$ cat config.mk
export PLATFORM = sky130hd
export DESIGN_NAME = doodle_jump_ctrl
export DESIGN_NICKNAME = d
export VERILOG_FILES = /design/src/rtl/doodle_jump_ctrl.sv
export SDC_FILE = /design/constraint.sdc
export NUM_CORES = 1
export LEC_CHECK = 0
export BUFFER_PORTS_ARGS = -buffer_cell sky130_fd_sc_hd__buf_2
export CORE_AREA = 2 2 77 79
export CTS_BUF_LIST = sky130_fd_sc_hd__clkbuf_2 sky130_fd_sc_hd__clkbuf_4 sky130_fd_sc_hd__clkbuf_8
export CTS_CLUSTER_DIAMETER = 150
export CTS_CLUSTER_SIZE = 14
export DETAILED_ROUTE_END_ITERATION = 16
export DIE_AREA = 0 0 79 81
export PLACE_DENSITY = 0.85
export SYNTH_ARGS = -nofsm -noshare
export SYNTH_HDL_FRONTEND = slang
export SYNTH_SLANG_ARGS = --single-unit
$ cat constraint.sdc
create_clock -name Clk -period 7.5 [get_ports Clk]
set_input_delay 0.375 -clock Clk [delete_from_list [all_inputs] [get_ports Clk]]
set_output_delay 0.375 -clock Clk [all_outputs]
set_load 0.01 [all_outputs]
$ cat src/rtl/doodle_jump_ctrl.sv
// Vertical-motion controller for the doodle: idle -> rise -> fall -> game over, with world scroll and score.
// Optional spring boost on bounce is enabled by defining DOODLE_SPRING_EN.
module doodle_jump_ctrl #(
    parameter int Y_W      = 8,
    parameter int SCORE_W  = 16,
    parameter int START_Y  = 20,
    parameter int SCROLL_Y = 120
) (
    input  logic               Clk,
    input  logic               reset,
    input  logic               Start,
    input  logic               Ack,
    input  logic               tick,
    input  logic [Y_W-1:0]     jump_h,
    input  logic               hit,
    input  logic               spring,
    output logic [Y_W-1:0]     J,
    output logic [Y_W-1:0]     y,
    output logic [Y_W-1:0]     curr,
    output logic               scroll,
    output logic [SCORE_W-1:0] score,
    output logic               q_I,
    output logic               q_Up,
    output logic               q_Down,
    output logic               q_Done
);

    // state  | meaning
    // IDLE   | waiting for Start
    // UP     | rising one step per tick until curr reaches J
    // DOWN   | falling one step per tick; hit bounces, bottom ends the game
    // DONE   | game over, waiting for Ack
    localparam logic [3:0] S_IDLE = 4'b0001;
    localparam logic [3:0] S_UP   = 4'b0010;
    localparam logic [3:0] S_DOWN = 4'b0100;
    localparam logic [3:0] S_DONE = 4'b1000;

    localparam logic [Y_W-1:0] START_V  = Y_W'(START_Y);
    localparam logic [Y_W-1:0] SCROLL_V = Y_W'(SCROLL_Y);

    logic [3:0]     state;
    logic [3:0]     state_nxt;
    logic [Y_W-1:0] reload_j;

`ifdef DOODLE_SPRING_EN
    logic [Y_W:0] dbl_h;
    assign dbl_h    = {jump_h, 1'b0};
    assign reload_j = !spring    ? jump_h :
                      dbl_h[Y_W] ? {Y_W{1'b1}} : dbl_h[Y_W-1:0];
`else
    logic unused_spring;
    assign unused_spring = spring;
    assign reload_j      = jump_h;
`endif

    always_ff @(posedge Clk or posedge reset) begin
        if (reset) state <= S_IDLE;
        else       state <= state_nxt;
    end

    always_comb begin
        state_nxt = state;
        case (state)
            S_IDLE: if (Start) state_nxt = S_UP;
            S_UP:   if (tick && curr == J) state_nxt = S_DOWN;
            S_DOWN: begin
                if (tick) begin
                    if (hit)         state_nxt = S_UP;
                    else if (y == 0) state_nxt = S_DONE;
                end
            end
            S_DONE: if (Ack) state_nxt = S_IDLE;
            default: state_nxt = S_IDLE;
        endcase
    end

    always_comb begin
        q_I    = (state == S_IDLE);
        q_Up   = (state == S_UP);
        q_Down = (state == S_DOWN);
        q_Done = (state == S_DONE);
    end

    // Datapath: scroll is a one-cycle pulse, so it clears every cycle unless re-armed.
    always_ff @(posedge Clk or posedge reset) begin
        if (reset) begin
            J      <= '0;
            y      <= '0;
            curr   <= '0;
            score  <= '0;
            scroll <= 1'b0;
        end else begin
            scroll <= 1'b0;
            case (state)
                S_IDLE: begin
                    if (Start) begin
                        J     <= jump_h;
                        y     <= START_V;
                        curr  <= '0;
                        score <= '0;
                    end
                end
                S_UP: begin
                    if (tick && curr != J) begin
                        curr <= curr + 1'b1;
                        if (y < SCROLL_V) begin
                            y <= y + 1'b1;
                        end else begin
                            scroll <= 1'b1;
                            if (score != {SCORE_W{1'b1}}) score <= score + 1'b1;
                        end
                    end
                end
                S_DOWN: begin
                    if (tick) begin
                        if (hit) begin
                            curr <= '0;
                            J    <= reload_j;
                        end else if (y != 0) begin
                            y <= y - 1'b1;
                            if (curr != 0) curr <= curr - 1'b1;
                        end
                    end
                end
                default: ;
            endcase
        end
    end

endmodule
==> results of run 1 <==
==> cell usage in the layout, fill, tap and decap left out, drive strengths merged, types with 3 or more instances in the layout <==
master  synthesis  routed
o211ai          4       4
o311ai          3       3
o41ai           3       3
o22ai           7       7
nand2          34      34
mux2            9       9
nor2           24      24
inv            14      13
buf            14      60
or3b            3       3
o31ai          12      12
xnor2          10      10
dfrtp          44      44
nand4           7       7
a21oi          17      17
a22oi           6       6
ha              6       6
nor3            4       4
nand3          10      10
or3             6       6
clkbuf          1       5
nor4            4       4
o21a            3       3
nand2b          6       6
a21o            5       5
nand3b          3       3
o21ai          28      28
==> cell type report <==
class	instances	area (um2)	share of cell area, %
Clock inverter	2	35.0	1.03
Inverter	14	52.6	1.55
Tap cell	75	93.8	2.76
Sequential cell	45	1130	33.2
Multi-Input combinational cell	249	1720	50.5
Clock buffer	5	68.8	2.03
Timing Repair Buffer	60	305	8.98
==> sequential cells by signal (all words and copies together) (netlist names) <==
signal,cells
score,16
scroll,1
state,4
curr,8
J,8
y,8
==> tightest hold or removal path: stages <==
cell and delay, ns:
buf_2 0.10, clkinv_1 0.03, buf_4 0.47
==> power by group through the flow <==
stage | Combinational [W] | Sequential, W | Clock (W)
3_3_place_gp | 0.000440 | 0.000366 | 0
2_1_floorplan | 0.000337 | 0.000367 | 0
5_1_grt | 0.000498 | 0.000378 | 0.000194
6_report | 0.000458 | 0.000369 | 0.000181
4_1_cts | 0.000459 | 0.000367 | 0.000185
3_5_place_dp | 0.000455 | 0.000372 | 0
==> final timing paths <==
check | start | endpoint | slack [ns] | cells after the start
max in group asynchronous | reset | y[2] | 6.89 | 3
min reg2reg | score[9] | score[9] | 0.55 | 1
max | state[1] | y[7] | 4.71 | 7
min | reset | score[0] | 0.21 | 3
min in group Clk | Start | state[0] | 0.29 | 2
max reg2reg | state[1] | y[7] | 4.71 | 7
==> per-stage QoR <==
| stage | utilization, % | setup WS (ns) | cells |
|---|---|---|---|
| after global placement | 58.0 | 4.84 | 443 |
| final | 59.9 | 4.71 | 450 |
| after global routing | 59.9 | 4.61 | 450 |
| after detailed placement | 58.0 | 4.77 | 443 |
| after floorplan | - | 5.09 | 323 |
| after CTS | 59.9 | 4.74 | 450 |
==> layer usage <==
metal  track usage (%)  vias to the layer above  part of all wire [%]
li1                  -                     1305                     -
met1              31.9                     1344                    45
met2              39.7                       89                    49
met3              4.00                       12                   4.9
met4              7.76                        0                   1.6
met5                 0                        -                     0
==> cell families (layout without fill, tap and decap cells) <==
kind of cell / Yosys count / after routing / synth area share [%]
simple gates: 116 / 116 / 21.9
flops: 45 / 45 / 37.8
mux: 11 / 11 / 5.08
buf+inv: 29 / 81 / 4.62
compound gates: 105 / 105 / 24.9
fa+ha+maj: 6 / 6 / 2.52
xor+xnor: 11 / 11 / 3.23
==> flow_summary_export.csv, run 1 <==
group,metric,value,unit
status,status,"complete, no violations",
logic_synthesis,ys_top_cells_by_count,"dfrtp_1 (44), nand2_1 (34), nor2_1 (22)",
critical_path,arrival,3.01,ns
pwr,peakVddDrop,0.162,mV
clock_tree,clkLatencyLatePin,0.30,ns
sta,fin_setup_tns,0,ns
drt,remaining_drc_errors,0,
pwr,power_density,297,nW/um2
sta,slew-limit-headroom,35.3,%
floorplanning,pin_count,60,
placed_design,hpwlAfterDp,5.17,mm
logic_synthesis,yosysTopAreaCell,"dfrtp_1",
placed_design,placed_cell_area,3290,um2
sta,tightest_slew,0.957,ns
sta,hold_ws,0.205,ns
clock_tree,holdBufCountCts,0,
drt,viasPerCell,6.11,
pwr,p_leak,1.51,nW
placed_design,portBuffers,58,
grt,grt_max_degree,46,
logic_synthesis,synth_edf_count,0,
final_layout,area_growth,14.0,%
critical_path,crit_family,"simple AND/OR/NAND/NOR gates",
sta,fin_worst_skew,0.00834,ns
clock_tree,clk_pin_slew,0.09,ns
logic_synthesis,synth_area,2980,um2
clock_tree,cts.repair.resized,0,
logic_synthesis,syn_area_per_cell,9.23,um2
final_layout,fillers,529,
final_layout,design_area,3400,um2
sta,fmax,359,MHz
clock_tree,cts_setup_buffers,0,
logic_synthesis,ys_seq_area_share,37.8,%
sta,fin_crit_sh,37.1,%
floorplanning,fp.coreArea,5680,um2
critical_path,cpMaxStageDelayCell,"or4b_4",
job,maxCapViolCount,0,
sta,setup_viol,0,
pwr,power.share.clock,17.9,%
pwr,p_switching,0.000422,W
critical_path,critical_path_class,"reg2reg",
pwr,swShare,41.8,%
grt,grt_overflow,0,
logic_synthesis,yosysMostFrequentCell,"dfrtp_1",
grt,grt_pass1_wl,12.2,mm
logic_synthesis,synth_ff_type,"dfrtp_1",
floorplanning,start_util,52.5,%
critical_path,crit_chain,"or4b_4 -> inv_2 -> ha_1 -> a21o_1 -> a31oi_1 -> or4b_1 -> nand4_1",
critical_path,crit_fanout,12,
critical_path,start_kind,"flop",
drt,dr.pass1.iters,5,
drt,wl,7.29,mm
clock_tree,clock-sinks,45,
floorplanning,dieWidth,79,um
pwr,total_power,0.00101,W
clock_tree,cts_made_buffers,5,
worst_hold_path,hold_class,"in2async",
placed_design,place.gp.congestion,0.848,
drt,routedWlPerCell,16.2,um
pwr,p_seq_share,36.6,%
final_layout,num_antenna_cells,0,
logic_synthesis,synth_cells,323,
grt,antenna_found_initial,0,
clock_tree,cts_root_buffer,"clkbuf_8",
sta,hold_violations,0,
sta,final-max-slew-violation-count,0,
logic_synthesis,synth_top_cell_area_share,36.9,%
logic_synthesis,synth.distinct_cells,67,
floorplanning,dieArea,6400,um2
clock_tree,tritoncts,"done",
grt,grt_use_total,23.9,%
sta,fin_crit,2.79,ns
logic_synthesis,yosys_warnings,0,
drt,vias,2750,
pwr,combPwrFrac,45.5,%
grt,grt_pass1_vias,2574,
logic_synthesis,synthTopCellsByArea,"dfrtp_1 (37%), nand2_1 (4.3%), mux2_4 (4.0%), o21ai_0 (3.4%), o31ai_1 (3.0%)",
clock_tree,cts-htree-levels,2,
drt,initialDrtViolationCount,249,
logic_synthesis,async_flop_share,100,%
pwr,internal_power,0.000586,W
logic_synthesis,ys_seq_elements,45,
floorplanning,die_y,81,um
clock_tree,clock_path_buffers,2,
drt,postRouteAntennaNets,0,
floorplanning,rows,28,
sta,rsz0062_at_grt,"false",
critical_path,end_kind,"flop",
critical_path,path_buf_inv,1,
critical_path,required,7.73,ns
final_layout,nNetsFinal,396,
logic_synthesis,syn_nets,344,
critical_path,slowest_delay,0.69,ns
final_layout,drive_gt1_share,24.5,%
Power figures use the tool's default switching activity.
==> run 2: changes to the inputs <==
clock period = 2.8 ns   (was 7.5 ns; I/O delays follow)
==> flow_summary_export.csv, run 2 (synthesis results as in run 1) <==
group,metric,value,unit
critical_path,arrival,2.92,ns
critical_path,cpMaxStageDelayCell,"or4b_4",
floorplanning,rows,28,
sta,fin_crit,2.68,ns
sta,fmax,373,MHz
sta,setup_viol,0,
floorplanning,pin_count,60,
sta,hold_violations,0,
critical_path,crit_fanout,11,
sta,rsz0062_at_grt,"false",
clock_tree,clk_pin_slew,0.09,ns
sta,fin_crit_sh,95.7,%
final_layout,fin_util,60.8,%
drt,initialDrtViolationCount,190,
grt,grt_use_total,24.3,%
clock_tree,clkLatencyLatePin,0.31,ns
sta,final-max-slew-violation-count,0,
final_layout,mostFrequentLayoutCells,"buf_2 (58), dfrtp_1 (44), nand2_1 (34)",
clock_tree,cts_root_buffer,"clkbuf_8",
sta,slew-limit-headroom,60.2,%
clock_tree,clock_path_buffers,2,
drt,remaining_drc_errors,0,
final_layout,num_antenna_cells,0,
grt,grt_overflow,0,
floorplanning,start_util,52.5,%
floorplanning,dieArea,6400,um2
pwr,p_leak,1.55,nW
clock_tree,cts_setup_buffers,0,
critical_path,required,3.04,ns
pwr,combPwrFrac,47.4,%
clock_tree,cts_made_buffers,5,
pwr,power_density,781,nW/um2
critical_path,start_kind,"flop",
placed_design,placedCellCount,449,
floorplanning,fp.coreArea,5680,um2
job,maxCapViolCount,0,
final_layout,final_common_cell,"buf_2",
drt,postRouteAntennaNets,0,
critical_path,crit_chain,"or4b_4 -> inv_2 -> ha_1 -> a21o_1 -> a31oi_1 -> or4b_1 -> nand4_1",
floorplanning,die_y,81,um
pwr,p_switching,0.00115,W
final_layout,area_growth,15.7,%
drt,dr.pass1.iters,4,
placed_design,portBuffers,58,
critical_path,end_kind,"flop",
drt,viasPerCell,5.98,
critical_path,slowest_delay,0.68,ns
grt,grt_pass1_wl,12.4,mm
pwr,p_seq_share,35.9,%
placed_design,hpwlAfterDp,5.29,mm
sta,tightest_slew,0.597,ns
pwr,swShare,42.6,%
clock_tree,cts-htree-levels,2,
grt,grt_pass1_vias,2607,
final_layout,regMostFlops,"score",
pwr,power.share.clock,16.7,%
pwr,internal_power,0.00155,W
worst_hold_path,hold_class,"in2reg",
final_layout,largest_reg_flops,16,
final_layout,instances_no_fill,458,
drt,wl,7.25,mm
grt,grt_max_degree,46,
clock_tree,holdBufCountCts,1,
critical_path,critical_path_class,"reg2reg",
grt,antenna_found_initial,0,
final_layout,nNetsFinal,403,
drt,routedWlPerCell,15.8,um
pwr,peakVddDrop,0.614,mV
sta,fin_setup_tns,0,ns
clock_tree,tritoncts,"done",
clock_tree,cts.repair.resized,0,
placed_design,place.gp.congestion,0.894,
clock_tree,clock-sinks,45,
sta,fin_worst_skew,0.00444,ns
status,status,"complete, no violations",
final_layout,drive_gt1_share,25.8,%
floorplanning,dieWidth,79,um
drt,vias,2738,
-- run 2: cell count changes in the layout (fill, tap and decap cells not counted) --
cell and delta:
clkbuf_8 +1, clkinv_2 -1, inv_6 +1, dlygate4sd3_1 +1, buf_4 +6, bufinv_16 -1, clkinv_4 +1
-- run 2: per-layer routing --
metal	vias to the layer above	track usage, %	wire (um)
li1	1326	-	-
met3	11	4.33	354
met2	88	41.9	3600
met1	1313	31.2	3190
met5	-	0	0
met4	0	7.93	109
-- run 2: power groups by stage --
stage	sequential [W]	clock (W)	combinational, W
4_1_cts	0.000965	0.000460	0.00128
6_report	0.000967	0.000450	0.00128
3_3_place_gp	0.000964	0	0.00124
3_5_place_dp	0.000976	0	0.00127
5_1_grt	0.000988	0.000486	0.00139
2_1_floorplan	0.000983	0	0.000902
-- run 2: layout make-up --
class,instances,area (um2)
clock buffers,6,82.6
repair buffers,67,360
clock inverters,2,17.5
well taps,75,93.8
fillers,488,2230
flip-flops and latches,45,1130
multi-input cells,249,1720
inverters,14,52.6
-- run 2: worst paths after layout --
| kind | end | slack (ns) | startpoint | cells after the start |
|---|---|---|---|---|
| max reg2reg | y[7] | 0.12 | state[1] | 7 |
| max in group asynchronous | score[10] | 1.89 | reset | 4 |
| min in group asynchronous | J[0] | 0.49 | reset | 4 |
| max | y[7] | 0.12 | state[1] | 7 |
| min | state[0] | 0.02 | Start | 2 |
| min reg2reg | score[9] | 0.52 | score[9] | 1 |
-- run 2: per-stage QoR --
stage	setup slack (ns)	area [um2]	power, W	hold WS [ns]
5_1_grt	0.0100	3450	0.00287	0.0281
3_5_place_dp	0.198	3340	0.00225	0.315
4_1_cts	0.150	3450	0.00270	0.0137
3_3_place_gp	0.248	3340	0.00220	0.314
6_report	0.122	3450	0.00270	0.0243
2_1_floorplan	0.385	2980	0.00189	0.198
-- run 2: critical path, delay by kind of cell (launching register included) --
kind                     cells  cell delay (ns)
AO/OA/AOI/OAI                2             0.43
AND/OR/NAND/NOR              3             1.26
adder cells (fa/ha/maj)      1             0.28
buffers and inverters        1             0.16
flip-flops                   1             0.47
==> run 3: changes to the inputs <==
BUFFER_PORTS_ARGS = -buffer_cell sky130_fd_sc_hd__clkbuf_2   (was -buffer_cell sky130_fd_sc_hd__buf_2)
REMOVE_ABC_BUFFERS = 1   (was unset)
==> flow_summary_export.csv, run 3 (synthesis results as in run 1) <==
group,metric,value,unit
sta,fmax,385,MHz
drt,wl,7.10,mm
critical_path,crit_fanout,8,
critical_path,r2r-start,"state[1]",
worst_hold_path,hold_class,"in2reg",
drt,dr.pass1.iters,4,
pwr,combPwrFrac,44.9,%
sta,fin_crit_sh,92.8,%
pwr,power.share.clock,19.1,%
clock_tree,cts_setup_buffers,0,
placed_design,place.gp.congestion,0.888,
clock_tree,clk_pin_slew,0.09,ns
pwr,power_density,793,nW/um2
grt,grt.busiest_layer,"met2",
critical_path,reg2reg_depth,7,
grt,grt.met2_usage,38.2,%
critical_path,end_kind,"flop",
pwr,swShare,41.1,%
drt,remaining_drc_errors,0,
floorplanning,fp.coreArea,5680,um2
drt,postRouteAntennaNets,0,
final_layout,nNetsFinal,402,
grt,grt_overflow,0,
floorplanning,start_util,52.5,%
critical_path,reg2reg_slack,0.20,ns
sta,final-max-slew-violation-count,0,
sta,slew-limit-headroom,49.0,%
clock_tree,clock-sinks,45,
floorplanning,pin_count,60,
sta,fin_setup_tns,0,ns
worst_hold_path,worstHoldEndpoint,"state[0]",
grt,grt_use_total,22.4,%
critical_path,start_kind,"flop",
floorplanning,die_y,81,um
clock_tree,cts-htree-levels,2,
final_layout,largest_reg_flops,16,
final_layout,drive_gt1_share,25.7,%
pwr,p_leak,1.52,nW
pwr,peakVddDrop,0.601,mV
grt,antenna_found_initial,0,
final_layout,area_growth,16.2,%
floorplanning,dieArea,6400,um2
placed_design,placedCellCount,448,
clock_tree,cts_made_buffers,5,
sta,fin_worst_skew,0.00782,ns
clock_tree,clkLatencyLatePin,0.30,ns
grt,grt_max_degree,25,
worst_hold_path,hp-start,"Start",
final_layout,mostFrequentLayoutCells,"clkbuf_2 (58), dfrtp_1 (44), nand2_1 (34)",
clock_tree,clock_path_buffers,2,
clock_tree,tritoncts,"done",
grt,grt_pass1_wl,11.7,mm
drt,vias,2801,
sta,rsz0062_at_grt,"false",
critical_path,required,3.04,ns
grt,grt_pass1_vias,2636,
drt,initialDrtViolationCount,182,
placed_design,portBuffers,58,
drt,routedWlPerCell,15.5,um
critical_path,r2r_end,"y[7]",
final_layout,instances_no_fill,457,
sta,hold_violations,0,
final_layout,num_antenna_cells,0,
pwr,p_seq_share,36.0,%
grt,met3_usage,3.44,%
floorplanning,dieWidth,79,um
clock_tree,cts_root_buffer,"clkbuf_8",
sta,fin_crit,2.60,ns
clock_tree,cts.repair.resized,0,
sta,hold_ws,0.0560,ns
grt,grt_use_met1,29.5,%
pwr,internal_power,0.00162,W
sta,setup_viol,0,
drt,viasPerCell,6.13,
floorplanning,rows,28,
sta,tightest_slew,0.760,ns
status,status,"complete, no violations",
placed_design,hpwlAfterDp,5.04,mm
worst_hold_path,min_path_cells,2,
job,maxCapViolCount,0,
final_layout,final_common_cell,"clkbuf_2",
final_layout,fillers,516,
final_layout,regMostFlops,"score",
critical_path,critical_path_class,"reg2reg",
critical_path,arrival,2.83,ns
pwr,p_switching,0.00113,W
-- run 3: layout make-up --
| type | count | area (um2) | area share, % |
|---|---|---|---|
| Tap cell | 75 | 93.8 | 2.71 |
| Inverter | 14 | 52.6 | 1.52 |
| Sequential cell | 45 | 1130 | 32.6 |
| Multi-Input combinational cell | 249 | 1720 | 49.5 |
| Timing Repair Buffer | 66 | 353 | 10.2 |
| Clock inverter | 2 | 37.5 | 1.08 |
| Clock buffer | 6 | 82.6 | 2.39 |
-- run 3: repair_timing --
item | CTS | global route
setup endpoints to repair | 0 | 0
hold buffers | 1 | 0
hold endpoints to repair | 21 | 0
-- run 3: metal layers --
layer  routed length [um]  vias to the layer above  share of wire [%]
li1                     -                     1328                  -
met1                 3250                     1379                 46
met2                 3440                       83                 48
met3                  297                       11                4.2
met4                  114                        0                1.6
met5                    0                        -                  0
-- run 3: worst max path at each step --
stage | startpoint | end | slack [ns] | cells after the start
6_report | state[1] | y[7] | 0.20 | 7
5_1_grt | state[1] | y[7] | 0.05 | 7
4_1_cts | state[1] | y[7] | 0.20 | 7
3_5_place_dp | state[1] | y[7] | 0.24 | 7
3_3_place_gp | state[1] | y[7] | 0.29 | 7
2_1_floorplan | state[0] | y[7] | 0.25 | 5
-- run 3: power groups by stage --
stage | Clock (W) | Combinational [W] | Sequential (W)
finish | 0.000523 | 0.00123 | 0.000989
global route | 0.000558 | 0.00135 | 0.00101
CTS | 0.000533 | 0.00124 | 0.000988
detailed placement | 0 | 0.00123 | 0.00100
global placement | 0 | 0.00119 | 0.000987
floorplan | 0 | 0.000836 | 0.00100
-- run 3: metrics by stage --
step	worst slack, ns	utilization (%)	power (W)	area (um2)
3_3_place_gp	0.286	58.7	0.00218	3330
6_report	0.202	61.0	0.00274	3460
4_1_cts	0.199	61.0	0.00276	3460
5_1_grt	0.0473	61.0	0.00292	3460
3_5_place_dp	0.237	58.7	0.00223	3330
2_1_floorplan	0.250	-	0.00184	2900
-- run 3: critical path: stages (launching register included) --
cell and delay [ns]:
dfrtp_1 0.47, or4b_4 0.64, inv_2 0.16, ha_1 0.29, a21o_1 0.19, a31oi_1 0.23, or4b_1 0.46, nand4_1 0.09
